### config.mk
export PLATFORM = sky130hd
export DESIGN_NAME = x1_hilo_muldiv
export DESIGN_NICKNAME = d
export VERILOG_FILES = /design/src/rtl/x1_hilo_muldiv.sv
export SDC_FILE = /design/constraint.sdc
export NUM_CORES = 2
export LEC_CHECK = 0
export BUFFER_PORTS_ARGS = -buffer_cell sky130_fd_sc_hd__buf_2
export CAP_MARGIN = 40
export CORE_MARGIN = 2
export CORE_UTILIZATION = 45
export CTS_CLUSTER_DIAMETER = 40
export DETAILED_ROUTE_END_ITERATION = 12
export GPL_TIMING_DRIVEN = 0
export HOLD_SLACK_MARGIN = 0.08
export PLACE_DENSITY_LB_ADDON = 0.2
export SLEW_MARGIN = 0
export SYNTH_ARGS = -nofsm -noshare
export SYNTH_HDL_FRONTEND = slang
export SYNTH_SLANG_ARGS = --single-unit
export TNS_END_PERCENT = 10
### constraint.sdc
create_clock -name clock -period 9.45 [get_ports clock]
set_input_delay 0.945 -clock clock [delete_from_list [all_inputs] [get_ports clock]]
set_output_delay 0.945 -clock clock [all_outputs]
set_load 0.02 [all_outputs]
### src/rtl/x1_hilo_muldiv.sv
// HI/LO multiply/divide unit: MUL family 2 busy cycles, DIV 33 (1 for divide-by-zero), MTHI/MTLO at issue.
// No backpressure port: Busy holds off new issues; X1_Abort kills an in-flight op before its write.
module x1_hilo_muldiv #(
  parameter logic [63:0] HILO_RESET = 64'h0
) (
  input  logic        clock,
  input  logic        reset,
  input  logic        X1_Issue,
  input  logic [3:0]  X1_Op,
  input  logic [31:0] X1_RsData,
  input  logic [31:0] X1_RtData,
  input  logic        X1_Abort,
  output logic [31:0] HI,
  output logic [31:0] LO,
  output logic        Busy,
  output logic        Done
);

  typedef enum logic [2:0] {IDLE, MUL1, MUL2, DIV_ITER, DIV_FIX} state_t;

  state_t      state, state_nxt;
  logic        hilo_wr;

  logic [31:0] mul_a, mul_b;
  logic        mul_sgn;
  logic [1:0]  acc_mode;
  logic [63:0] product;

  logic [31:0] div_quo, div_rem, divisor;
  logic        q_neg, r_neg;
  logic [5:0]  div_cnt;

  // Bit 0 of the opcode selects the unsigned variant throughout the mul/div group.
  logic issue_ok, is_mul, is_div, is_mthi, is_mtlo, op_sgn, rt_zero;
  assign issue_ok = X1_Issue && !X1_Abort && (state == IDLE);
  assign is_mul   = (X1_Op[3:1] == 3'b000) || (X1_Op[3:2] == 2'b01);
  assign is_div   = (X1_Op[3:1] == 3'b001);
  assign is_mthi  = (X1_Op == 4'd8);
  assign is_mtlo  = (X1_Op == 4'd9);
  assign op_sgn   = ~X1_Op[0];
  assign rt_zero  = (X1_RtData == 32'd0);

  logic [31:0] rs_mag, rt_mag;
  assign rs_mag = (op_sgn && X1_RsData[31]) ? -X1_RsData : X1_RsData;
  assign rt_mag = (op_sgn && X1_RtData[31]) ? -X1_RtData : X1_RtData;

  logic [63:0] mul_a_ext, mul_b_ext, prod_full, mul_res;
  assign mul_a_ext = {{32{mul_sgn & mul_a[31]}}, mul_a};
  assign mul_b_ext = {{32{mul_sgn & mul_b[31]}}, mul_b};
  assign prod_full = mul_a_ext * mul_b_ext;

  always_comb begin
    mul_res = product;
    if (acc_mode == 2'b10)      mul_res = {HI, LO} + product;
    else if (acc_mode == 2'b11) mul_res = {HI, LO} - product;
  end

  // Restoring step: the dividend shifts out of div_quo while quotient bits shift in.
  logic [32:0] rem_shift, trial;
  assign rem_shift = {div_rem, div_quo[31]};
  assign trial     = rem_shift - {1'b0, divisor};

  always_comb begin
    state_nxt = state;
    hilo_wr   = 1'b0;
    case (state)
      IDLE: begin
        if (issue_ok && is_mul)      state_nxt = MUL1;
        else if (issue_ok && is_div) state_nxt = rt_zero ? DIV_FIX : DIV_ITER;
      end
      MUL1:     state_nxt = MUL2;
      MUL2:     begin state_nxt = IDLE; hilo_wr = 1'b1; end
      DIV_ITER: if (div_cnt == 6'd31) state_nxt = DIV_FIX;
      DIV_FIX:  begin state_nxt = IDLE; hilo_wr = 1'b1; end
      default:  state_nxt = IDLE;
    endcase
    if (state != IDLE && X1_Abort) begin
      state_nxt = IDLE;
      hilo_wr   = 1'b0;
    end
  end

  always_ff @(posedge clock or posedge reset) begin
    if (reset) state <= IDLE;
    else       state <= state_nxt;
  end

  always_ff @(posedge clock or posedge reset) begin
    if (reset) begin
      {HI, LO} <= HILO_RESET;
      Busy     <= 1'b0;
      Done     <= 1'b0;
      mul_a    <= '0;
      mul_b    <= '0;
      mul_sgn  <= 1'b0;
      acc_mode <= '0;
      product  <= '0;
      div_quo  <= '0;
      div_rem  <= '0;
      divisor  <= '0;
      q_neg    <= 1'b0;
      r_neg    <= 1'b0;
      div_cnt  <= '0;
    end else begin
      Busy <= (state_nxt != IDLE);
      Done <= hilo_wr;
      case (state)
        IDLE: if (issue_ok) begin
          if (is_mul) begin
            mul_a    <= X1_RsData;
            mul_b    <= X1_RtData;
            mul_sgn  <= op_sgn;
            acc_mode <= X1_Op[2:1];
          end
          if (is_div) begin
            div_cnt <= '0;
            if (rt_zero) begin
              div_quo <= '1;
              div_rem <= X1_RsData;
              q_neg   <= 1'b0;
              r_neg   <= 1'b0;
            end else begin
              div_quo <= rs_mag;
              div_rem <= '0;
              divisor <= rt_mag;
              q_neg   <= op_sgn & (X1_RsData[31] ^ X1_RtData[31]);
              r_neg   <= op_sgn & X1_RsData[31];
            end
          end
          if (is_mthi) HI <= X1_RsData;
          if (is_mtlo) LO <= X1_RsData;
        end
        MUL1: product <= prod_full;
        DIV_ITER: begin
          div_cnt <= div_cnt + 6'd1;
          if (!trial[32]) begin
            div_rem <= trial[31:0];
            div_quo <= {div_quo[30:0], 1'b1};
          end else begin
            div_rem <= rem_shift[31:0];
            div_quo <= {div_quo[30:0], 1'b0};
          end
        end
        default: ;
      endcase
      if (hilo_wr) begin
        if (state == MUL2) {HI, LO} <= mul_res;
        else begin
          HI <= r_neg ? -div_rem : div_rem;
          LO <= q_neg ? -div_quo : div_quo;
        end
      end
    end
  end

endmodule

==> flow_summary.yaml <==
sta:
  finalMaxSlewViolations: 0
  fmax_mhz: 104.7
  hold_viol: 0
  period_needed_ps: 9555
  period_share_pct: 101.1
  fin_ws_ps: -104.6
  rsz0062_at_grt: "yes"
  max_slew_margin_pct: 37.08
  worst_slew_pin_slew_ps: 943.8
  skew_ps: 50.08
  setup_viol: 3
detailed_routing:
  ant_nets: 0
  wl_met3_um: 27680
  drt_first_pass_iters: 6
  wl_per_cell_um: 28.83
  top_layer_used: "met5"
  vias_per_cell: 5.796
  wl_met2_um: 120000
  drt_iter0_drc: 5694
  wirelength_um: 274800
  met1_length_um: 105500
  drc: 0
  dr_total_vias: 55249
setup_path:
  cp.required_ps: 9910
  cp_max_fo: 8
  r2r_cells: 26
  r2r_end: "product[54]$_DFFE_PP0P_"
  crit_arrival_ps: 10010
  r2r_slack_ps: -100
  critPathKind: "flop to flop"
  timing.rr.start: "mul_a[14]$_DFFE_PP0P_"
  end_kind: "flop"
  start_kind: "flop"
floorplanning:
  die-area_um2: 142800
  die_h_um: 377.9
  initial_utilization_pct: 45.21
  die_w_um: 377.9
  core_um2: 139200
  ios: 138
  rows: 137
placement:
  placedInstanceArea_um2: 67880
  gp_congestion: 1.062
  hpwl_um: 234700
  numPortBuffers: 119
cts:
  tritoncts: "done"
  clk_pin_slew_ps: 70
  htreeDepth: 2
  clk_latency_ps: 580
  cts_buffers: 37
  root_buffer: "clkbuf_16"
  cts.sinks: 304
  cts_buffer_depth: 3
job:
  maxCapViolCount: 0
final_layout:
  synthToLayoutAreaGrowth_pct: 10.84
  fin_nets: 9177
  design_area_um2: 69740
  nFillCells: 13559
  drive_gt1_share_pct: 8.258
yosys:
  async_reset_ff_share_pct: 100.0
  synth-seq-area-share_pct: 12.09
  synth_area_um2: 62920
  postSynthRegisterBits: 304
  yosysWarnings: 0
  yosysUniqueCellTypes: 83
  synth_area_per_cell_um2: 8.631
  netlist_instances: 7290
  synth_edf_count: 0
  ys_dominant_reg_cell: "dfrtp_1"
  syn_nets: 8865
run_status:
  violations: "setup timing"
  status: "finished, violations left"
grt:
  antenna_found_initial: 33
  grt_first_pass_wirelength_um: 395400
  grt_max_degree: 97
  grt_pass1_vias: 56120
  grt_usage_pct: 38.86
  gr-total-overflow: 0
min_path:
  min_path_type: "input port to async pin"
metrics by stage:
stage	instances	worst slack [ps]	TNS [ps]	util, %	hold WS (ps)
2_1_floorplan	7290	102.4	0	-	475.3
3_3_place_gp	9285	-3520	-1106540	47.32	495.1
3_5_place_dp	9440	-1959	-27800	48.77	505.2
4_1_cts	9500	-32.47	-32.47	49.90	360.6
5_1_grt	9507	-226.6	-1152	50.06	384.7
6_report	9533	-104.6	-203.9	50.11	364.5
layout make-up:
cell class	instances	area [um2]	area share [%]
diodes	28	70.07	0.1005
plain buffers	405	1638	2.348
clock buffers	45	1017	1.459
clock inverters	21	285.3	0.4091
inverters	1327	4996	7.164
multi-input cells	5243	49050	70.33
flip-flops and latches	304	7654	10.97
well taps	1876	2347	3.366
repair buffers	284	2688	3.854
critical path: stages, from the launching register on:
cell and delay (ps):
dfrtp_1 520, clkbuf_1 600, buf_8 250, nand2_1 90, fa_1 590, inv_1 70
fa_1 460, fa_1 510, fa_1 720, fa_1 490, fa_1 510, fa_1 440
fa_1 700, ha_1 390, a21o_1 210, a21o_1 170, a21oi_1 270, o31a_4 300
or4_4 200, o22a_1 270, o21ai_4 120, buf_4 220, a41o_1 280, a21o_1 180
a21oi_1 360, xnor2_4 190, mux2_2 290
worst max path at each step:
stage | from | end | slack (ps)
final | mul_a[14]$_DFFE_PP0P_ | product[54]$_DFFE_PP0P_ | -100
after global routing | mul_a[31]$_DFFE_PP0P_ | product[57]$_DFFE_PP0P_ | -230
after CTS | mul_a[31]$_DFFE_PP0P_ | product[54]$_DFFE_PP0P_ | -30
after detailed placement | mul_sgn$_DFFE_PP0P_ | product[57]$_DFFE_PP0P_ | -1960
after global placement | reset | product[21]$_DFFE_PP0P_ | -3520
after floorplan | reset | Busy$_DFF_PP0_ | 100
per-layer routing:
layer	global-route usage, %	vias to the layer above
li1	-	23609
met1	50.32	27848
met2	59.65	3028
met3	8.125	750
met4	24.08	14
met5	0	-
cell usage in the layout (no fill, tap or decap), types with 50 or more instances in the layout:
cell / synthesis / routed
buf_6: 0 / 70
ha_1: 375 / 368
nand2_1: 971 / 970
a21o_1: 76 / 75
buf_2: 4 / 130
nor2_1: 263 / 263
dfrtp_1: 304 / 271
mux2_2: 69 / 69
and2_1: 426 / 426
nand3_1: 70 / 68
nand2b_1: 50 / 50
inv_1: 1326 / 1322
xor2_1: 91 / 87
o21ai_0: 372 / 368
mux2i_1: 73 / 73
clkbuf_2: 0 / 75
fa_1: 1128 / 1124
buf_8: 0 / 72
a21oi_1: 345 / 345
nor3_1: 50 / 50
clkbuf_1: 395 / 306
xnor2_1: 193 / 186
synth_stat cells, types with 6 or more instances:
master / n / area (um2)
inv_1: 1326 / 4977
fa_1: 1128 / 22580
nand2_1: 971 / 3645
and2_1: 426 / 2665
clkbuf_1: 395 / 1483
ha_1: 375 / 4692
o21ai_0: 372 / 1862
a21oi_1: 345 / 1727
dfrtp_1: 304 / 7607
nor2_1: 263 / 987.2
xnor2_1: 193 / 1690
xor2_1: 91 / 797.0
a21o_1: 76 / 570.6
mux2i_1: 73 / 730.7
nand3_1: 70 / 350.3
mux2_2: 69 / 777.0
nand2b_1: 50 / 312.8
nor3_1: 50 / 250.2
o31ai_1: 46 / 345.3
o211ai_1: 44 / 330.3
o21bai_1: 42 / 315.3
a211oi_1: 41 / 307.8
a31oi_1: 40 / 250.2
nand4_1: 39 / 244.0
nor2b_1: 36 / 225.2
nor4_1: 34 / 212.7
o22ai_1: 34 / 212.7
and3_1: 33 / 206.5
or3_1: 27 / 168.9
a22oi_1: 25 / 187.7
or2_2: 24 / 150.1
o41ai_1: 22 / 192.7
or4_1: 18 / 135.1
a221oi_1: 17 / 148.9
o21a_1: 17 / 127.6
o221ai_1: 17 / 148.9
buf_1: 16 / 60.06
nand3b_1: 14 / 105.1
o2111ai_1: 10 / 87.58
o31a_1: 9 / 78.83
a311oi_1: 7 / 61.31
nor3b_1: 7 / 52.55
a2111oi_0: 6 / 52.55
a31o_2: 6 / 52.55
timing repair:
action / CTS / global route
buffers inserted: 5 / 1
endpoints found under the setup margin: 24 / 17
pin swaps: 4 / 6
hold buffers: 0 / 0
gates resized for setup: 131 / 66
state kept, by name, indices dropped and copies added (netlist names):
register  cells
r_neg         1
q_neg         1
Busy          1
state         3
div_quo      32
LO           32
acc_mode      2
div_rem      32
div_cnt       6
mul_sgn       1
Done          1
HI           32
mul_b        32
mul_a        32
product      64
divisor      32
cells by family (layout without fill, tap and decap cells):
family	after synthesis	after routing	share of synthesized area (%)
multiplexers	142	142	2.396
flip-flops	304	304	12.09
AND/OR/NAND/NOR	2082	2082	15.73
AO/OA/AOI/OAI	1232	1232	12.07
adder cells (fa/ha/maj)	1503	1503	43.34
other	0	28	0
XOR/XNOR	284	284	3.953
buffers and inverters	1743	2082	10.41
Power is left out: the tool's default activity adds up to more than one toggle a clock period on the data nets, which glitch-free logic cannot reach.
